===== src/rtl/lsu_mc_if.sv =====
// Data-bus handshake between the LSU (master) and the memory side (slave).
// req/gnt accept a request; rvalid/rdata return load data on a later cycle.
interface lsu_mc_if #(
  parameter int XLEN   = 32,
  parameter int ADDR_W = 32
);
  localparam int MASK_W = XLEN / 8;

  logic              req;
  logic              gnt;
  logic              we;
  logic [ADDR_W-1:0] addr;
  logic [XLEN-1:0]   wdata;
  logic [MASK_W-1:0] mask;
  logic              rvalid;
  logic [XLEN-1:0]   rdata;

  modport master (output req, we, addr, wdata, mask, input gnt, rvalid, rdata);
  modport slave  (input req, we, addr, wdata, mask, output gnt, rvalid, rdata);
endinterface


===== src/rtl/lsu_mc.sv =====
// Multi-cycle load/store unit: latches a memory op, runs it over the
// req/gnt/rvalid bus while stalling upstream, then retires it for one cycle.
// Misaligned ops are rejected in IDLE without touching the bus.
module lsu_mc #(
  parameter int XLEN   = 32,
  parameter int ADDR_W = 32,
  parameter int MASK_W = XLEN / 8
) (
  input  logic              clk,
  input  logic              rst,
  input  logic              I_ls_valid,
  input  logic [3:0]        I_ls_type,
  input  logic [ADDR_W-1:0] I_memory_addr,
  input  logic [XLEN-1:0]   I_store_data,
  input  logic              I_rd_we,
  input  logic [4:0]        I_rd_waddr,
  input  logic [XLEN-1:0]   I_rd_wdata,
  output logic              O_rd_we,
  output logic [4:0]        O_rd_waddr,
  output logic [XLEN-1:0]   O_rd_wdata,
  output logic              O_stallreq,
  output logic              O_done,
  output logic              O_misalign,
  lsu_mc_if.master          dbus
);
  localparam int OFF_W = $clog2(MASK_W);

  typedef enum logic [1:0] {IDLE, REQ, WAIT, DONE} state_t;

  state_t            state_q, state_d;
  logic [3:0]        type_q;
  logic [ADDR_W-1:0] addr_q;
  logic [XLEN-1:0]   st_q;
  logic [XLEN-1:0]   res_q;
  logic              rdwe_q;
  logic [4:0]        waddr_q;

  logic [OFF_W-1:0]  off_in, off_q;
  logic              misal, accept, bus_on;
  logic [MASK_W-1:0] mask_base;
  logic [XLEN-1:0]   shifted, ext;

  assign off_in = I_memory_addr[OFF_W-1:0];
  assign off_q  = addr_q[OFF_W-1:0];
  assign accept = (state_q == IDLE) && I_ls_valid && !misal;

  // Alignment check on the incoming op; D is never legal on a 32-bit path
  always_comb begin
    misal = 1'b0;
    case (I_ls_type[1:0])
      2'b01:   misal = off_in[0];
      2'b10:   misal = |off_in[1:0];
      2'b11:   misal = (XLEN == 32) || (|off_in);
      default: misal = 1'b0;
    endcase
  end

  // Byte strobes for the latched size, then moved to the lane offset
  always_comb begin
    mask_base = '0;
    case (type_q[1:0])
      2'b00:   mask_base = MASK_W'(1);
      2'b01:   mask_base = MASK_W'(3);
      2'b10:   mask_base = MASK_W'(15);
      default: mask_base = '1;
    endcase
  end

  // Load data: bring the addressed lane down to bit 0, then extend
  always_comb begin
    shifted = dbus.rdata >> {off_q, 3'b000};
    ext     = dbus.rdata;
    case (type_q[1:0])
      2'b00:   ext = type_q[2] ? XLEN'(shifted[7:0])  : XLEN'($signed(shifted[7:0]));
      2'b01:   ext = type_q[2] ? XLEN'(shifted[15:0]) : XLEN'($signed(shifted[15:0]));
      2'b10:   ext = type_q[2] ? XLEN'(shifted[31:0]) : XLEN'($signed(shifted[31:0]));
      default: ext = dbus.rdata;
    endcase
  end

  // Bus drive: live in REQ, held through WAIT, zero otherwise
  always_comb begin
    bus_on     = (state_q == REQ) || (state_q == WAIT);
    dbus.req   = (state_q == REQ);
    dbus.we    = bus_on & type_q[3];
    dbus.addr  = bus_on ? addr_q : '0;
    dbus.mask  = bus_on ? (mask_base << off_q) : '0;
    dbus.wdata = (bus_on && type_q[3]) ? (st_q << {off_q, 3'b000}) : '0;
  end

  // State register; reset aborts any in-flight op immediately
  always_ff @(posedge clk or posedge rst) begin
    if (rst) state_q <= IDLE;
    else     state_q <= state_d;
  end

  // Op capture on acceptance and load result capture on rvalid in WAIT
  always_ff @(posedge clk or posedge rst) begin
    if (rst) begin
      type_q  <= '0;
      addr_q  <= '0;
      st_q    <= '0;
      rdwe_q  <= 1'b0;
      waddr_q <= '0;
      res_q   <= '0;
    end else begin
      if (accept) begin
        type_q  <= I_ls_type;
        addr_q  <= I_memory_addr;
        st_q    <= I_store_data;
        rdwe_q  <= I_rd_we;
        waddr_q <= I_rd_waddr;
      end
      if (state_q == WAIT && dbus.rvalid) res_q <= ext;
    end
  end

  // Next state plus writeback/stall/status outputs
  always_comb begin
    state_d    = state_q;
    O_rd_we    = 1'b0;
    O_rd_waddr = '0;
    O_rd_wdata = '0;
    O_stallreq = 1'b0;
    O_done     = 1'b0;
    O_misalign = 1'b0;
    case (state_q)
      IDLE: begin
        if (!I_ls_valid) begin
          O_rd_we    = I_rd_we;
          O_rd_waddr = I_rd_waddr;
          O_rd_wdata = I_rd_wdata;
        end else if (misal) begin
          O_misalign = 1'b1;
        end else begin
          O_stallreq = 1'b1;
          state_d    = REQ;
        end
      end
      REQ: begin
        O_stallreq = 1'b1;
        if (dbus.gnt) state_d = type_q[3] ? DONE : WAIT;
      end
      WAIT: begin
        O_stallreq = 1'b1;
        if (dbus.rvalid) state_d = DONE;
      end
      DONE: begin
        O_done     = 1'b1;
        O_rd_we    = rdwe_q & ~type_q[3];
        O_rd_waddr = waddr_q;
        O_rd_wdata = res_q;
        state_d    = IDLE;
      end
      default: state_d = IDLE;
    endcase
  end
endmodule


===== src/flat_wrapper.sv =====
// flat-port wrapper written by rule: the top's interface ports become plain ports
module lsu_mc_flat 
#(
  parameter int XLEN   = 32,
  parameter int ADDR_W = 32,
  parameter int MASK_W = XLEN / 8
)
  (clk, rst, I_ls_valid, I_ls_type, I_memory_addr, I_store_data, I_rd_we, I_rd_waddr, I_rd_wdata, O_rd_we, O_rd_waddr, O_rd_wdata, O_stallreq, O_done, O_misalign, dbus_req, dbus_we, dbus_addr, dbus_wdata, dbus_mask, dbus_gnt, dbus_rvalid, dbus_rdata);
  lsu_mc_if #(.XLEN(XLEN), .ADDR_W(ADDR_W)) dbus_i ();
  input  logic clk;
  input  logic rst;
  input  logic I_ls_valid;
  input  logic [3:0] I_ls_type;
  input  logic [ADDR_W-1:0] I_memory_addr;
  input  logic [XLEN-1:0] I_store_data;
  input  logic I_rd_we;
  input  logic [4:0] I_rd_waddr;
  input  logic [XLEN-1:0] I_rd_wdata;
  output logic O_rd_we;
  output logic [4:0] O_rd_waddr;
  output logic [XLEN-1:0] O_rd_wdata;
  output logic O_stallreq;
  output logic O_done;
  output logic O_misalign;
  output wire logic [$bits(dbus_i.req)-1:0] dbus_req;
  output wire logic [$bits(dbus_i.we)-1:0] dbus_we;
  output wire logic [$bits(dbus_i.addr)-1:0] dbus_addr;
  output wire logic [$bits(dbus_i.wdata)-1:0] dbus_wdata;
  output wire logic [$bits(dbus_i.mask)-1:0] dbus_mask;
  input wire logic [$bits(dbus_i.gnt)-1:0] dbus_gnt;
  input wire logic [$bits(dbus_i.rvalid)-1:0] dbus_rvalid;
  input wire logic [$bits(dbus_i.rdata)-1:0] dbus_rdata;
  assign dbus_req = dbus_i.req;
  assign dbus_we = dbus_i.we;
  assign dbus_addr = dbus_i.addr;
  assign dbus_wdata = dbus_i.wdata;
  assign dbus_mask = dbus_i.mask;
  assign dbus_i.gnt = dbus_gnt;
  assign dbus_i.rvalid = dbus_rvalid;
  assign dbus_i.rdata = dbus_rdata;
  lsu_mc #(.XLEN(XLEN), .ADDR_W(ADDR_W), .MASK_W(MASK_W)) u_core (.clk(clk), .rst(rst), .I_ls_valid(I_ls_valid), .I_ls_type(I_ls_type), .I_memory_addr(I_memory_addr), .I_store_data(I_store_data), .I_rd_we(I_rd_we), .I_rd_waddr(I_rd_waddr), .I_rd_wdata(I_rd_wdata), .O_rd_we(O_rd_we), .O_rd_waddr(O_rd_waddr), .O_rd_wdata(O_rd_wdata), .O_stallreq(O_stallreq), .O_done(O_done), .O_misalign(O_misalign), .dbus(dbus_i));
endmodule

===== config.mk =====
export PLATFORM = sky130hd
export DESIGN_NAME = lsu_mc_flat
export DESIGN_NICKNAME = d
export VERILOG_FILES = /design/src/rtl/lsu_mc_if.sv /design/src/rtl/lsu_mc.sv /design/src/flat_wrapper.sv
export SDC_FILE = /design/constraint.sdc
export NUM_CORES = 1
export LEC_CHECK = 0
export ABC_CLOCK_PERIOD_IN_PS = 3600
export BUFFER_PORTS_ARGS = -buffer_cell sky130_fd_sc_hd__buf_2
export CORE_MARGIN = 2
export CORE_UTILIZATION = 50
export DETAILED_ROUTE_END_ITERATION = 8
export HOLD_SLACK_MARGIN = 0.12
export PLACE_DENSITY = 0.85
export RECOVER_POWER = 100
export SLEW_MARGIN = 15
export SYNTH_ARGS = -nofsm -noshare
export SYNTH_HDL_FRONTEND = slang
export SYNTH_SLANG_ARGS = --single-unit

===== constraint.sdc =====
create_clock -name clk -period 3.6 [get_ports clk]
set_clock_uncertainty 0.15 [all_clocks]
set_input_delay 0.36 -clock clk [delete_from_list [all_inputs] [get_ports clk]]
set_output_delay 0.36 -clock clk [all_outputs]
set_load 0.01 [all_outputs]

Word-level counts from Yosys, hierarchy flattened --
Index checks and enable logic that the tools add are counted.
Cells by class: $add $sub $neg 0, magnitude comparators 0, reductions and logical operators 11, equality and inequality tests 12, $mul 0, shifts and indexed selects 3, divide/modulo/power cells 0, bitwise logic cells 3, multiplexer cells 27
Operators with widths (count):
- 32-bit 2-to-1 mux | 5
- 32-bit case mux with 3 select lines | 1
- 32-bit case mux with 2 select lines | 1
- 32-bit by 5-bit << shifter with 32-bit output | 1
- 32-bit by 5-bit >> shifter with 32-bit output | 1
- 2-bit equality test (second input constant) | 5
- 5-bit case mux with 2 select lines | 1
- 1-bit 2-to-1 mux | 8
- 2-bit 2-to-1 mux | 4
- 2-bit case mux with 4 select lines | 1
- 4-bit case mux with 2 select lines | 1
- 2-bit by 1-bit equality test with 1-bit output (second input constant) | 3
- 2-bit inequality test (second input constant) | 3
- 5-bit 2-to-1 mux | 1
- 1-bit logical AND | 4
- 2-bit zero test | 2
- 4-bit 2-to-1 mux | 1
- 1-bit case mux with 2 select lines | 2
- 4-bit AND reduction | 1
- 2-bit OR reduction | 2
- 4-bit by 2-bit << shifter with 4-bit output | 1
- 1-bit case mux with 3 select lines | 1
- 1-bit AND | 2
- 2-bit by 1-bit inequality test with 1-bit output (second input constant) | 1
- other kinds (3) | 3
Word-level totals: latch bits 0, bits of input ports 143, memories kept 0, ROM bits 0, logic and storage cells 63, register bits 108, bits in writable memories 0

Logic depth before layout (Yosys ltp) --
word-level depth 5, depth in mapped cells 7

Least setup slack after synthesis --
OpenSTA, ideal clock, no wires.
path kind flip-flop to output port, from reg u_core.state_q[1], to out dbus_mask[1], setup slack 1411 ps, stages on the path, launching flop included 7, arrival 1679 ps, cells stage by stage dfrtp_1 > inv_1 > ha_1 > clkbuf_1 > clkbuf_1 > clkbuf_1 > o311a_1
On the way: word-level cells in the longest chain between the ends 3, elaborated cells between the ends (all ways) 4, classes of those cells 2 x eq/ne; 1 x mux; 1 x reduce/logical
Ends and longest elaborated chain:
- start: declaration | RTL line lsu_mc.sv:30 | state_t state_q, state_d;
- start signal: assignment | RTL line lsu_mc.sv:94 | else state_q <= state_d;
- 2-bit by 1-bit equality test with 1-bit output / 2-bit equality test (equally long branches) | RTL line lsu_mc.sv:83 | bus_on = (state_q == REQ) || (state_q == WAIT);
- 1-bit logical OR (*) | RTL line lsu_mc.sv:83
- 4-bit 2-to-1 mux (*) | RTL line lsu_mc.sv:87 | dbus.mask = bus_on ? (mask_base << off_q) : '0;
- end: declaration | RTL line flat_wrapper.sv:29 | output wire logic [$bits(dbus_i.mask)-1:0] dbus_mask;
Every way passes the cells marked *; elsewhere a longest branch is shown, timed or not.

Worst setup path after layout --
from reg u_core.addr_q[0], to out dbus_wdata[4]
On the way: word-level cells in the longest chain between the ends 2
Ends and longest elaborated chain:
- start: declaration | RTL line lsu_mc.sv:32 | logic [ADDR_W-1:0] addr_q;
- start signal: assignment | RTL line lsu_mc.sv:109 | addr_q <= I_memory_addr;
- 32-bit by 5-bit << shifter with 32-bit output | RTL line lsu_mc.sv:88 | dbus.wdata = (bus_on && type_q[3]) ? (st_q << {off_q, 3'b000}) : '0;
- 32-bit 2-to-1 mux | RTL line lsu_mc.sv:88
- end: declaration | RTL line flat_wrapper.sv:28 | output wire logic [$bits(dbus_i.wdata)-1:0] dbus_wdata;
Every way passes these cells.

==> summary by stage <==
Run status
The flow ran to the end, but the final reports show violations. The checks that failed: capacitance limit, slew limit.

Die
The region available for standard cell placement spans 12700 µm². The die covers ~14000 µm². between 200 and 300 I/O pins were placed. From bottom edge to top edge, the die measures between 100 and 150 µm. The number of cell rows is between 40 and 50.

The x dimension of the die is roughly 120 µm. The initial utilization of the core area, before any placement, comes to 0.514.

Critical path
The critical path class is register to output port. For the worst flop-to-flop path, the logic depth is 4. The reg2reg setup slack is around 780 ps. The signal on the critical path passes through clkbuf_2 -> nor2_1 -> and2_0 -> buf_2. The reg-to-reg endpoint is u_core.res_q[17]. The count of buffering cells on the critical path with inverters included is 2.

The startpoint identified for the worst register-to-register timing path is u_core.addr_q[0]. STA puts the critical path data required time at 3090 ps. STA classifies the critical path startpoint as a register. The top fanout value on the critical path is 42.

The family with the most delay on the worst path is buffers and inverters. For this design, the slowest cell found on the critical path is sky130_fd_sc_hd__dfrtp_2. The arrival time of the worst setup path is ~2800 ps. STA classifies the critical path endpoint as an output port. The delay of the slowest cell on the worst path is 860 ps.

Hold path
The type of the tightest min-delay check is input pin to register. In this run the most critical hold path is launched from I_ls_type[1]. The number of stages on the worst hold path is 2. The path with the worst hold slack has its endpoint at u_core.type_q[1].

Detailed routing
In this run, the number of DRC markers left after iteration 0 of detailed routing was between 500 and 600. After detailed routing, the average wire length per cell comes to ~20 µm. The total routed wirelength is roughly 22000 µm. In this run the remaining antenna-violating nets after routing total 0. After detailed routing, the number of remaining DRC violations is 0. The total via count in the routed design is 6765. Before antenna repair, the detailed router went through 5 iterations. Using the TritonRoute via totals, the vias-per-cell ratio works out to roughly 5.9.

Yosys
Counting flops and latches in the post-synthesis netlist gives between 100 and 150. The number of enable-type register cells in the synthesized netlist is 0. The part of the Yosys area used for sequential elements is 0.413. Counting distinct cell types in the post-synthesis netlist gives 46. Counting flops with an async set or reset pin after synthesis yields a share of 1.00. The post-synthesis instance area is approximately 6500 µm². The synthesized area divided by synthesized cell count is around 9.9 µm². The synthesis warning total is 0. For this run, the leading register cell type out of synthesis is sky130_fd_sc_hd__dfrtp_1.

The cell count after synthesis came out at between 600 and 700. When the netlist entered floorplanning its net count stood at 811.

Final layout
In the final layout, the share of cells above drive strength 1 is 0.311. Compared with the post-synthesis result, the final layout area differs by 34.1%. Excluding fillers, the count of instances in the completed layout stands at between 1000 and 1500. The number of nets in the layout is approximately 1100. The fill cell total of the finished layout is approximately 950. The number of antenna cells inserted is 0.

The post-layout utilization of the core is 0.690.

Global route
The initial antenna violation count was 0. For this run, the total global-route usage over all layers was measured as 0.311. Summed over all layers, the global routing overflow is 0. The number of global-route vias before repair is between 6000 and 7000. The pin count of the biggest net entering global routing is 54.

The first-pass GRT wire length is around 35000 µm.

Place
The placed cell count is between 1000 and 1500. The pre-CTS setup slack is 803 ps. The placed wire-length estimate is around 14000 µm. The count of buffers added on input and output ports is 253. Routability-driven placement finished with a final weighted congestion of a little over 0.9.

Clocking
The clock sink count is 108. CTS placed an instance of sky130_fd_sc_hd__clkbuf_16 at the clock tree root. The setup fix buffers added after clock tree synthesis is 0. For the worst-skew pair, the clock arrives at the later sink with an insertion delay of 360 ps.

In this run the deepest clock path goes through 2 buffers. The CTS tree is built. The clock transition at the register clock pins on the worst setup and hold paths after CTS is 80 ps.

The number of CTS-inserted buffers is 9. The total number of H-tree levels is 3.

STA
Setup repair after global routing left no endpoint under its margin. For the finished layout, the period the worst path requires is between 3000 and 4000 ps. At the pin with the least slew margin, the transition time is roughly 2000 ps. The maximum frequency from static timing analysis is between 300 and 400 MHz. The relative max-transition margin is -0.347. The number of hold violations in the final report is 0. The least setup slack across all paths after layout is between 300 and 400 ps. The ratio of final minimum period to clock period is 0.916.

The final total negative setup slack is 0 ps. The number of endpoints failing setup at the final stage is 0. The number of slew-limit violations in the final report is 53.

Power
Across the VDD grid, the largest voltage drop is approximately 0.56 mV. The analysis attributes to cell leakage a power of 3.93 nW. In this run the power density over the cells is 879 nW/µm².

Flow run
The max-cap violation count is 1.
[area by class of cell]
type	count	area [µm²]	area share
multi-input cells	482	3460	0.394
flip-flops and latches	108	2710	0.308
repair buffers	341	2020	0.230
clock buffers	10	239	0.0272
well taps	172	215	0.0245
clock inverters	6	77.6	0.00884
inverters	18	67.6	0.00770
[cells in the mapped netlist, types with 15 or more instances]
cell type                  number  area, µm²
sky130_fd_sc_hd__nand2_1       31        116
sky130_fd_sc_hd__mux2_2        82        923
sky130_fd_sc_hd__mux2i_1       23        230
sky130_fd_sc_hd__nor2_1        73        274
sky130_fd_sc_hd__inv_1         18       67.6
sky130_fd_sc_hd__dfrtp_1      108       2700
sky130_fd_sc_hd__and2_1        44        275
sky130_fd_sc_hd__nand3_1       15       75.1
sky130_fd_sc_hd__a21oi_1       30        150
sky130_fd_sc_hd__clkbuf_1      26       97.6
sky130_fd_sc_hd__o22ai_1       19        119
sky130_fd_sc_hd__a22oi_1       43        323
sky130_fd_sc_hd__o21ai_0       17       85.1
sky130_fd_sc_hd__a211oi_1      17        128
[worst max-delay path by stage]
stage / from / to / cells past startpoint
floorplan: rst / u_core.addr_q[0] / 1
global placement: u_core.state_q[1] / dbus_wdata[29] / 5
detailed placement: u_core.state_q[1] / dbus_wdata[29] / 5
CTS: u_core.state_q[1] / dbus_wdata[29] / 5
global route: u_core.state_q[1] / dbus_addr[13] / 5
finish: u_core.addr_q[0] / dbus_wdata[4] / 4
[kinds of logic after synthesis]
family,share of synthesized area
compound gates,0.199
mux,0.182
buf+inv,0.0541
flops,0.413
simple gates,0.145
fa+ha+maj,0.00765
[flip-flops by register name (all words and copies together) (netlist names)]
name,cells
u_core.state_q,2
u_core.addr_q,32
u_core.st_q,32
u_core.res_q,32
u_core.rdwe_q,1
u_core.waddr_q,5
u_core.type_q,4
[where the power goes]
group	switching, mW	internal (mW)	total (mW)	leakage [nW]
sequential	0.633	1.82	2.45	1.29
combinational	2.46	1.75	4.20	2.49
clock	0.492	0.573	1.07	0.153
total	3.58	4.13	7.72	3.93
[per-layer routing]
layer / vias to the layer above / GRT usage / part of all wire
li1: 3003 / - / -
met1: 3206 / 0.387 / 0.38
met2: 469 / 0.503 / 0.49
met3: 87 / 0.0796 / 0.095
met4: 0 / 0.154 / 0.040
met5: - / 0 / 0
[placed cells by master (no fill, tap or decap), types with 4 or more instances in the layout]
| cell | synthesis | routed |
|---|---|---|
| sky130_fd_sc_hd__a211oi_1 | 17 | 17 |
| sky130_fd_sc_hd__a21oi_1 | 30 | 30 |
| sky130_fd_sc_hd__a22oi_1 | 43 | 43 |
| sky130_fd_sc_hd__a2bb2oi_1 | 7 | 7 |
| sky130_fd_sc_hd__a31oi_1 | 8 | 8 |
| sky130_fd_sc_hd__and2_0 | 0 | 26 |
| sky130_fd_sc_hd__and2_1 | 44 | 18 |
| sky130_fd_sc_hd__buf_2 | 13 | 178 |
| sky130_fd_sc_hd__buf_4 | 2 | 6 |
| sky130_fd_sc_hd__clkbuf_1 | 26 | 75 |
| sky130_fd_sc_hd__clkbuf_16 | 0 | 9 |
| sky130_fd_sc_hd__clkbuf_2 | 0 | 6 |
| sky130_fd_sc_hd__dfrtp_1 | 108 | 106 |
| sky130_fd_sc_hd__dlygate4sd3_1 | 0 | 75 |
| sky130_fd_sc_hd__inv_1 | 18 | 18 |
| sky130_fd_sc_hd__mux2_1 | 0 | 4 |
| sky130_fd_sc_hd__mux2_2 | 82 | 78 |
| sky130_fd_sc_hd__mux2i_1 | 23 | 23 |
| sky130_fd_sc_hd__nand2_1 | 31 | 31 |
| sky130_fd_sc_hd__nand3_1 | 15 | 15 |
| sky130_fd_sc_hd__nand3b_1 | 8 | 8 |
| sky130_fd_sc_hd__nor2_1 | 73 | 73 |
| sky130_fd_sc_hd__nor2b_1 | 11 | 10 |
| sky130_fd_sc_hd__o211ai_1 | 9 | 9 |
| sky130_fd_sc_hd__o21ai_0 | 17 | 17 |
| sky130_fd_sc_hd__o221ai_1 | 2 | 4 |
| sky130_fd_sc_hd__o22ai_1 | 19 | 19 |
| sky130_fd_sc_hd__o31ai_1 | 5 | 6 |
| sky130_fd_sc_hd__o31ai_2 | 4 | 4 |
[worst reg2reg max path, cell delays in order (launching register included)]
cell	delay (ps)
sky130_fd_sc_hd__dfrtp_2	860
sky130_fd_sc_hd__or2_0	430
sky130_fd_sc_hd__nor3_1	160
sky130_fd_sc_hd__o31ai_1	880
sky130_fd_sc_hd__a21oi_1	160
[through the flow]
step	total power, mW	hold slack (ps)	instance area [µm²]
6_report	7.72	138	8780
2_1_floorplan	5.22	299	6550
4_1_cts	7.67	130	8930
3_3_place_gp	6.43	316	7860
5_1_grt	8.18	144	8780
3_5_place_dp	6.52	321	7860
[timing repair]
item                                    CTS  global route
endpoints found under the hold margin   123             0
hold buffers                             75             0
endpoints found under the setup margin    0             0
resized for setup                         0             0
No activity file was read; power rests on OpenSTA's default activity.
